--- config.mk ---
export PLATFORM = sky130hd
export DESIGN_NAME = buzzer_pattern_gen
export DESIGN_NICKNAME = d
export VERILOG_FILES = /design/src/rtl/buzzer_pattern_gen.sv
export SDC_FILE = /design/constraint.sdc
export NUM_CORES = 1
export LEC_CHECK = 0
export BUFFER_PORTS_ARGS = -buffer_cell sky130_fd_sc_hd__buf_2
export CAP_MARGIN = 20
export CORE_UTILIZATION = 60
export CTS_BUF_LIST = sky130_fd_sc_hd__clkbuf_2 sky130_fd_sc_hd__clkbuf_4 sky130_fd_sc_hd__clkbuf_8
export DETAILED_ROUTE_END_ITERATION = 16
export GPL_TIMING_DRIVEN = 0
export PLACE_DENSITY = 0.83
export SYNTH_ARGS = -nofsm -noshare
export SYNTH_HDL_FRONTEND = slang
export SYNTH_SLANG_ARGS = --single-unit
--- constraint.sdc ---
create_clock -name CLK -period 2.8 [get_ports CLK]
set_clock_uncertainty 0.15 [all_clocks]
set_input_delay 0.28 -clock CLK [delete_from_list [all_inputs] [get_ports CLK]]
set_output_delay 0.28 -clock CLK [all_outputs]
set_load 0.02 [all_outputs]
--- src/rtl/buzzer_pattern_gen.sv ---
`default_nettype none
// ============================================================================
//  Module      : buzzer_pattern_gen
//  Description : Multi-channel, priority-arbitrated buzzer tone and beep
//                pattern generator. Each channel has its own tone
//                half-period. A channel plays a burst of N beeps, or a
//                continuous tone while its request is held (N = 0).
//                Channel 0 has the highest priority. The output idles high
//                (silent).
//  Options     : BUZZER_MUTE_EN - adds a Mute input that forces the output
//                silent without disturbing the pattern timing.
//  Revision    : 1.0 - initial release
// ============================================================================
module buzzer_pattern_gen #(
    parameter int                      NUM_CH       = 4,
    parameter int                      CNT_W        = 23,
    parameter logic [NUM_CH*CNT_W-1:0] HALF_PER     = {4{23'd95419}},
    parameter int                      DUR_W        = 24,
    parameter logic [DUR_W-1:0]        BEEP_ON_CYC  = 24'd5000000,
    parameter logic [DUR_W-1:0]        BEEP_OFF_CYC = 24'd5000000,
    localparam int                     CH_W         = (NUM_CH > 1) ? $clog2(NUM_CH) : 1
) (
    input  logic              CLK,
    input  logic              RST,
    input  logic [NUM_CH-1:0] Req,
    input  logic [3:0]        Beep_Num,
`ifdef BUZZER_MUTE_EN
    input  logic              Mute,
`endif
    output logic              Buzzer_Out,
    output logic              Busy,
    output logic [CH_W-1:0]   Active_Ch,
    output logic              Done
);

    // Last count of the ON and OFF phases of a beep.
    localparam logic [DUR_W-1:0] c_on_last  = BEEP_ON_CYC  - 1'b1;
    localparam logic [DUR_W-1:0] c_off_last = BEEP_OFF_CYC - 1'b1;

    typedef enum logic [1:0] {
        S_IDLE = 2'd0,
        S_ON   = 2'd1,
        S_OFF  = 2'd2
    } state_t;

    // ------------------------------------------------------------------
    // Registered state
    // ------------------------------------------------------------------
    state_t             r_state;
    logic [CH_W-1:0]    r_ch;
    logic [3:0]         r_beeps;
    logic [CNT_W-1:0]   r_tone_cnt;
    logic [DUR_W-1:0]   r_dur_cnt;
    logic               r_tone;
    logic               r_done;
    logic [NUM_CH-1:0]  r_req_d;

    // ------------------------------------------------------------------
    // Next-state values
    // ------------------------------------------------------------------
    state_t             w_state_nxt;
    logic [CH_W-1:0]    w_ch_nxt;
    logic [3:0]         w_beeps_nxt;
    logic [CNT_W-1:0]   w_tone_cnt_nxt;
    logic [DUR_W-1:0]   w_dur_cnt_nxt;
    logic               w_tone_nxt;
    logic               w_done_nxt;

    // ------------------------------------------------------------------
    // Arbitration helpers
    // ------------------------------------------------------------------
    logic [NUM_CH-1:0]  w_rise;
    logic               w_any_rise;
    logic [CH_W-1:0]    w_rise_idx;
    logic               w_preempt;
    logic               w_accept;
    logic [CNT_W-1:0]   w_half;
    logic [CNT_W-1:0]   w_half_tab [NUM_CH];

    assign w_rise = Req & ~r_req_d;

    // Unpack the per-channel half-period table.
    for (genvar g = 0; g < NUM_CH; g++) begin : g_half
        assign w_half_tab[g] = HALF_PER[g*CNT_W +: CNT_W];
    end

    assign w_half = w_half_tab[r_ch];

    // Find the lowest-index rising request; scanning downward lets the
    // lowest index overwrite any higher one.
    always_comb begin
        w_any_rise = 1'b0;
        w_rise_idx = '0;
        for (int i = NUM_CH - 1; i >= 0; i--) begin
            if (w_rise[i]) begin
                w_any_rise = 1'b1;
                w_rise_idx = CH_W'(i);
            end
        end
    end

    // A rise only interrupts a running pattern if it outranks the owner;
    // lower-priority rises are dropped, never queued.
    assign w_preempt = (r_state != S_IDLE) && w_any_rise && (w_rise_idx < r_ch);
    assign w_accept  = ((r_state == S_IDLE) && w_any_rise) || w_preempt;

    // Next-state, counter and output logic.
    always_comb begin
        w_state_nxt    = r_state;
        w_ch_nxt       = r_ch;
        w_beeps_nxt    = r_beeps;
        w_tone_cnt_nxt = r_tone_cnt;
        w_dur_cnt_nxt  = r_dur_cnt;
        w_tone_nxt     = r_tone;
        w_done_nxt     = 1'b0;

        if (w_accept) begin
            // Fresh start (also used for preemption, hence no Done).
            w_state_nxt    = S_ON;
            w_ch_nxt       = w_rise_idx;
            w_beeps_nxt    = Beep_Num;
            w_tone_cnt_nxt = '0;
            w_dur_cnt_nxt  = '0;
            w_tone_nxt     = 1'b1;
        end else begin
            case (r_state)
                S_IDLE: begin
                    w_tone_nxt     = 1'b1;
                    w_tone_cnt_nxt = '0;
                    w_dur_cnt_nxt  = '0;
                end

                S_ON: begin
                    // Square wave: toggle each time the half-period elapses.
                    if (r_tone_cnt == w_half) begin
                        w_tone_cnt_nxt = '0;
                        w_tone_nxt     = ~r_tone;
                    end else begin
                        w_tone_cnt_nxt = r_tone_cnt + 1'b1;
                    end

                    if (r_beeps == 4'd0) begin
                        // Continuous tone follows the owning request level.
                        if (!Req[r_ch]) begin
                            w_state_nxt    = S_IDLE;
                            w_done_nxt     = 1'b1;
                            w_ch_nxt       = '0;
                            w_tone_nxt     = 1'b1;
                            w_tone_cnt_nxt = '0;
                            w_dur_cnt_nxt  = '0;
                        end
                    end else if (r_dur_cnt == c_on_last) begin
                        // End of one beep: either the burst is finished or
                        // a silent gap follows.
                        w_beeps_nxt    = r_beeps - 4'd1;
                        w_tone_nxt     = 1'b1;
                        w_tone_cnt_nxt = '0;
                        w_dur_cnt_nxt  = '0;
                        if (r_beeps == 4'd1) begin
                            w_state_nxt = S_IDLE;
                            w_done_nxt  = 1'b1;
                            w_ch_nxt    = '0;
                        end else begin
                            w_state_nxt = S_OFF;
                        end
                    end else begin
                        w_dur_cnt_nxt = r_dur_cnt + 1'b1;
                    end
                end

                S_OFF: begin
                    // Silent gap between beeps; tone phase restarts each beep.
                    w_tone_nxt     = 1'b1;
                    w_tone_cnt_nxt = '0;
                    if (r_dur_cnt == c_off_last) begin
                        w_state_nxt   = S_ON;
                        w_dur_cnt_nxt = '0;
                    end else begin
                        w_dur_cnt_nxt = r_dur_cnt + 1'b1;
                    end
                end

                default: begin
                    w_state_nxt    = S_IDLE;
                    w_ch_nxt       = '0;
                    w_tone_nxt     = 1'b1;
                    w_tone_cnt_nxt = '0;
                    w_dur_cnt_nxt  = '0;
                end
            endcase
        end
    end

    // State register; reset samples Req so a request already high at
    // reset release does not look like a rising edge.
    always_ff @(posedge CLK) begin
        if (RST) begin
            r_state    <= S_IDLE;
            r_ch       <= '0;
            r_beeps    <= '0;
            r_tone_cnt <= '0;
            r_dur_cnt  <= '0;
            r_tone     <= 1'b1;
            r_done     <= 1'b0;
            r_req_d    <= Req;
        end else begin
            r_state    <= w_state_nxt;
            r_ch       <= w_ch_nxt;
            r_beeps    <= w_beeps_nxt;
            r_tone_cnt <= w_tone_cnt_nxt;
            r_dur_cnt  <= w_dur_cnt_nxt;
            r_tone     <= w_tone_nxt;
            r_done     <= w_done_nxt;
            r_req_d    <= Req;
        end
    end

    // ------------------------------------------------------------------
    // Outputs
    // ------------------------------------------------------------------
    assign Busy      = (r_state != S_IDLE);
    assign Active_Ch = r_ch;
    assign Done      = r_done;

`ifdef BUZZER_MUTE_EN
    // Mute only silences the pin; the tone phase keeps running underneath.
    assign Buzzer_Out = r_tone | Mute;
`else
    assign Buzzer_Out = r_tone;
`endif

endmodule
`default_nettype wire
==> results of run 1 <==
-- cells by family after synthesis --
group / share of synthesized area (%)
xor+xnor: 12.9
buf+inv: 3.86
mux: 0.723
flops: 39.2
fa+ha+maj: 3.62
compound gates: 8.68
simple gates: 31.0
-- cells in the final DEF, fill, tap and decap left out, types with 3 or more instances in the layout --
cell type / netlist / final
and3_1: 9 / 9
buf_2: 3 / 15
dfxtp_1: 61 / 61
o31ai_1: 4 / 4
a21oi_1: 13 / 13
inv_1: 13 / 13
nand4_1: 20 / 20
xnor2_1: 21 / 21
nor2b_1: 5 / 5
nor3_1: 28 / 28
clkbuf_8: 0 / 13
nand2_1: 19 / 19
nor4_1: 8 / 8
ha_1: 9 / 9
nor3b_1: 4 / 4
clkbuf_1: 5 / 4
nor4b_1: 6 / 5
buf_6: 3 / 3
xor2_1: 25 / 25
dlygate4sd3_1: 0 / 4
or2_2: 3 / 3
nor2_1: 35 / 35
nand3_1: 16 / 16
-- worst register-to-register path: stages, from the launching register on --
cell and delay (ns):
dfxtp_1 0.31, nor2b_1 0.14, a21oi_1 0.07, nor3_1 0.25
ha_1 0.28, nor2b_1 0.13, o21a_1 0.18, a21o_1 0.30
o221ai_4 0.30, clkbuf_4 0.26, nor3_1 0.08
-- final cells by class --
class,instances,area [sq um],share of cell area [%]
Multi-Input combinational cell,264,1790,50.7
Sequential cell,61,1220,34.6
Clock inverter,3,17.5,0.496
Tap cell,67,83.8,2.37
Clock buffer,13,179,5.07
Inverter,13,48.8,1.38
Timing Repair Buffer,19,118,3.33
Buffer,11,72.6,2.06
-- per-layer routing --
| layer | vias to the layer above | wire length, microns | GRT usage [%] |
|---|---|---|---|
| li1 | 1328 | - | - |
| met1 | 1272 | 3030 | 33.4 |
| met2 | 85 | 3260 | 45.9 |
| met3 | 16 | 409 | 4.61 |
| met4 | 0 | 159 | 14.5 |
| met5 | - | 0 | 0 |
-- worst paths after layout --
check	start	endpoint	cells past startpoint
min reg2reg	r_dur_cnt[1]	r_dur_cnt[1]	2
max	r_req_d[3]	r_tone_cnt[0]	10
max reg2reg	r_req_d[3]	r_tone_cnt[0]	10
min	RST	r_beeps[1]	2
-- registers in the layout (all words and copies together) (netlist names) --
signal	cells
r_dur_cnt	24
r_tone_cnt	23
r_beeps	4
r_req_d	4
Active_Ch	2
r_state	2
Buzzer_Out	1
Done	1
-- power breakdown --
part | internal, mW | switching [mW]
Combinational | 0.0968 | 0.143
Sequential | 0.888 | 0.0209
Clock | 0.415 | 0.344
Total | 1.40 | 0.508
-- what timing repair did --
item,CTS,global route
resized for setup,1,3
cloned,0,0
pin swaps,1,0
hold buffers,4,0
endpoints found under the setup margin,20,27
setup buffers,1,0
hold endpoints to repair,4,0
==> metrics.md, run 1 <==
| Metric | Value |
|---|---|
| Status | `complete, no violations` |
| Final Cycle Share | `just over 90%` |
| Drt via density | `between 5 and 6` |
| # port buffers | `14` |
| Hold Vio Cnt, Final | `0` |
| Max_slew headroom | `between 30% and 40%` |
| Fin worst setup slack | `approximately 0.2 ns` |
| Die W | `about 74 microns` |
| Final Power | `~1.9 mW` |
| Count leader, synth | `dfxtp_1` |
| Largest net degree at the start of global routing | `11` |
| Total Wirelength | `approximately 6900 microns` |
| DRT antenna net count | `0` |
| Util after Layout | `between 70% and 80%` |
| Post-synth EDFFs | `0` |
| Core area | `a little under 5000 sq um` |
| Post-synth ARST share | `0%` |
| WL/cell | `around 15 microns` |
| GP Congestion | `~0.87` |
| Row cnt | `25` |
| Clock transition at path regs | `0.07 ns` |
| Post-DP HPWL | `roughly 4800 microns` |
| Die Span Y | `roughly 74 microns` |
| Fin area | `3530 sq um` |
| Fillers | `between 300 and 400` |
| Register area share after synthesis | `39.2%` |
| CTS tree | `built` |
| Cell count after synthesis | `350` |
| Startpoint Class | `flip-flop` |
| CP max FO | `10` |
| # nets final | `about 400` |
| Post-Syn Nets | `approximately 370` |
| Crit path max-delay family | `compound AO/OA/AOI/OAI gates` |
| Final cell count without fillers | `between 400 and 500` |
| Worst hold path type | `in2reg` |
| GRT Util Overall | `27.3%` |
| Flop2flop setup slack | `around 0.21 ns` |
| Via count | `2701` |
| CP cell instances | `nor2b_1, a21oi_1, nor3_1, ha_1, nor2b_1, o21a_1, a21o_1, o221ai_4, clkbuf_4, nor3_1` |
| Drt pass-1 iters | `6` |
| CP endpoint kind | `flip-flop` |
| Placed instance count | `roughly 430` |
| Warning count from the yosys run | `0` |
| Max Buffers Root-to-Sink | `2` |
| Finish-stage setup viols | `0` |
| Ys flop type | `dfxtp_1` |
| Placed cell area | `approximately 3300 sq um` |
| Syn_area_per_cell | `~8.9 sq um` |
| Global route overflow | `0` |
| CP Class | `reg2reg` |
| Fmax | `roughly 390 MHz` |
| Slew at the pin with the worst max-slew slack | `slightly below 1 ns` |
| Slowest cell on the critical path | `dfxtp_1` |
| Synth-to-Final Area Change | `13.4%` |
| Worst path bufs/invs | `1` |
| DIE AREA | `5480 sq um` |
| N_diodes | `0` |
| Fin Hold WS | `0.0496 ns` |
| Initial Util | `roughly 64%` |
| Initial antenna violation count | `0` |
| Top-area cell type share of the netlist area | `between 30% and 40%` |
| Data required, critical path | `2.86 ns` |
| Yosys cell types | `54` |
| CTS H-tree depth | `3` |
| Netlist Area Pre-Place | `about 3100 sq um` |
| Fraction of layout cells with a size suffix above 1 | `between 10% and 20%` |
| Skew-Pair Late Insertion Delay | `~0.35 ns` |
| Final count of pins violating max slew | `0` |
| Worst Path Arrival | `roughly 2.7 ns` |
| Max rail drop VDD | `0.000479 V` |
| Pleak | `1.18 nW` |
| Post-synth top cells | `61 x dfxtp_1, 35 x nor2_1, 28 x nor3_1` |
| Placement Setup Slack | `-0.173 ns` |
| P per Cell Area | `540 nW/um^2` |
| Tmin final | `about 2.6 ns` |
| Max Cap Violations | `0` |
| Synth top area cells | `dfxtp_1 39%, xor2_1 7.0%, xnor2_1 5.9%, nor3_1 4.5%, nor2_1 4.2%` |
| Vias in the first global route | `around 2500` |
| Root Driver | `clkbuf_8` |
| TritonCTS Sinks | `a little over 60` |
| I/O Pins | `15` |
| Leading area contributor after synthesis | `dfxtp_1` |
| Crit path largest cell delay | `0.31 ns` |
| DR DRC count | `0` |
| CTS Buf Count | `9` |
| Unrepaired setup endpoints after global routing | `false` |
| #FFs+latches synth | `61` |
| DRT iter0 DRCs | `roughly 170` |
| Global-route wire length before repair | `between 10000 and 15000 microns` |
| Setup_tns | `0 ns` |
Note: power is estimated with default switching activity, not from simulation.
==> run 2, diff against run 1 <==
RECOVER_POWER = 50   (was not set)
TNS_END_PERCENT = 20   (was not set)
==> run 2 against run 1 <==
Net effect:
- worst setup slack worse by 0.050 ns
- combinational power is 3% lower
- cell count unchanged
- clock-buffer cell count did not move
- final area shrank 0.74%
- die area unchanged
- wire length up 0.34%
==> metrics.md, run 2 (synthesis results as in run 1) <==
| Metric | Value |
|---|---|
| Status | `complete, no violations` |
| GRT Util Overall | `27.3%` |
| Skew-Pair Late Insertion Delay | `roughly 0.34 ns` |
| # port buffers | `14` |
| Worst Path Arrival | `about 2.7 ns` |
| Largest net degree at the start of global routing | `11` |
| Multi-input gate area | `1780 sq um` |
| Die W | `around 74 microns` |
| CP endpoint kind | `flip-flop` |
| Startpoint Class | `flip-flop` |
| Initial Util | `roughly 64%` |
| Placed instance count | `~430` |
| Max reg flops | `24` |
| Slew at the pin with the worst max-slew slack | `between 0.9 and 1 ns` |
| Hold Vio Cnt, Final | `0` |
| Fin worst setup slack | `between 0.15 and 0.2 ns` |
| Fmax | `around 380 MHz` |
| Unrepaired setup endpoints after global routing | `false` |
| Global-route wire length before repair | `approximately 11000 microns` |
| Flop pwr share | `a little under half` |
| Drt via density | `~6.0` |
| RR Endpoint | `r_dur_cnt[22]` |
| Via count | `2710` |
| RR Startpoint | `r_req_d[3]` |
| Max rail drop VDD | `between 0.0004 and 0.0005 V` |
| Root Driver | `clkbuf_8` |
| DRT iter0 DRCs | `approximately 190` |
| Hold Path Origin | `RST` |
| DRT antenna net count | `0` |
| Met3 Wirelength | `around 400 microns` |
| Die Span Y | `approximately 74 microns` |
| Worst Hold Path Cells | `2` |
| CTS tree | `built` |
| Data required, critical path | `about 2.9 ns` |
| Tmin final | `approximately 2.6 ns` |
| Reg2reg path depth | `10` |
| Max Buffers Root-to-Sink | `2` |
| Global route overflow | `0` |
| DR DRC count | `0` |
| P per Cell Area | `roughly 540 nW/um^2` |
| Hold Path Sink | `r_beeps[1]` |
| WL met2 | `about 3300 microns` |
| Total Wirelength | `between 6000 and 7000 microns` |
| Fin area | `roughly 3500 sq um` |
| Final Cycle Share | `94.5%` |
| Regs by FF count | `r_dur_cnt (24), r_tone_cnt (23)` |
| Int Pwr | `1.40 mW` |
| Max Cap Violations | `0` |
| Initial antenna violation count | `0` |
| Fin Hold WS | `between 0.05 and 0.06 ns` |
| Switch share | `around a quarter` |
| Placement Setup Slack | `-0.173 ns` |
| Row cnt | `25` |
| Worst hold path type | `in2reg` |
| Synth-to-Final Area Change | `12.5%` |
| Commonest non-fill, non-tap cell in the layout | `dfxtp_1` |
| Combinational cell fraction of total power | `between 10% and 20%` |
| Biggest register | `r_dur_cnt` |
| Max_slew headroom | `34.0%` |
| Core area | `4850 sq um` |
| Placed cell area | `between 3000 and 4000 sq um` |
| N_diodes | `0` |
| Fillers | `390` |
| Psw | `slightly above 500 uW` |
| Finish-stage setup viols | `0` |
| Clock Power Share | `between 30 and 40%` |
| WL/cell | `approximately 15 microns` |
| Drt pass-1 iters | `6` |
| Pleak | `approximately 1.1 nW` |
| Flop2flop setup slack | `between 0.15 and 0.2 ns` |
| CP Class | `reg2reg` |
| Final Power | `about 1.9 mW` |
| CP max FO | `10` |
| Final cell count without fillers | `451` |
| GP Congestion | `~0.87` |
| Clock transition at path regs | `roughly 0.070 ns` |
| Fraction of layout cells with a size suffix above 1 | `11.5%` |
| CTS H-tree depth | `3` |
| CTS Buf Count | `9` |
| Top layer in use | `met4` |
| Vias in the first global route | `between 2000 and 3000` |
| Post-DP HPWL | `approximately 4800 microns` |
| DIE AREA | `around 5500 sq um` |
| Final count of pins violating max slew | `0` |
| Commonest non-fill, non-tap cells in the layout | `61 x dfxtp_1, 35 x nor2_1, 28 x nor3_1, 25 x xor2_1, 21 x xnor2_1` |
| I/O Pins | `15` |
| WL met1 | `3040 microns` |
| Register area | `around 1200 sq um` |
| TritonCTS Sinks | `between 60 and 70` |
| # nets final | `between 300 and 400` |
run 2: how the worst max path moves through the flow:
| stage | endpoint | slack [ns] | start | depth (start not counted) |
|---|---|---|---|---|
| floorplan | r_tone_cnt[14] | 0.36 | Req[3] | 11 |
| global placement | r_tone_cnt[18] | -0.14 | Req[3] | 12 |
| detailed placement | r_tone_cnt[4] | -0.17 | Req[3] | 12 |
| CTS | r_tone_cnt[0] | 0.05 | r_req_d[3] | 11 |
| global route | r_dur_cnt[3] | 0.04 | r_req_d[3] | 10 |
| finish | r_dur_cnt[22] | 0.16 | r_req_d[3] | 10 |
run 2: critical path: stages, from the launching register on:
cell,delay (ns)
dfxtp_1,0.31
nor2b_1,0.14
a21oi_1,0.07
nor3_1,0.25
ha_1,0.28
nor2b_1,0.13
o21a_1,0.18
a21o_1,0.29
o221ai_2,0.45
buf_6,0.21
nor2_1,0.06
run 2: timing repair:
item                                    CTS  global route
hold buffers                              4             0
hold endpoints to repair                  4             0
gates cloned                              0             0
setup buffers                             1             0
pin swaps                                 1             0
resized for setup                         1             3
endpoints found under the setup margin   20            27
run 2: per-stage QoR:
stage / TNS, ns / utilization (%)
floorplan: 0 / -
global placement: -2.74 / 67.4
detailed placement: -3.19 / 67.4
CTS: 0 / 72.7
global route: 0 / 72.3
finish: 0 / 72.3
run 2: final cells by class:
cell class,count,share of cell area [%]
plain buffers,11,2.07
inverters,13,1.39
clock inverters,3,0.500
multi-input cells,264,50.8
clock buffers,13,5.11
repair buffers,19,2.93
flip-flops and latches,61,34.8
well taps,67,2.39
run 2: routing by layer:
metal	vias to the layer above	global-route usage, %
met3	17	4.61
met1	1262	33.4
met5	-	0
met2	104	45.9
met4	0	14.5
li1	1327	-
run 2: power by group through the flow:
stage / Combinational [mW] / Sequential (mW) / Clock, mW
global placement: 0.217 / 0.926 / 0
detailed placement: 0.224 / 0.928 / 0
CTS: 0.237 / 0.909 / 0.768
finish: 0.233 / 0.909 / 0.757
floorplan: 0.166 / 0.926 / 0
global route: 0.256 / 0.912 / 0.801
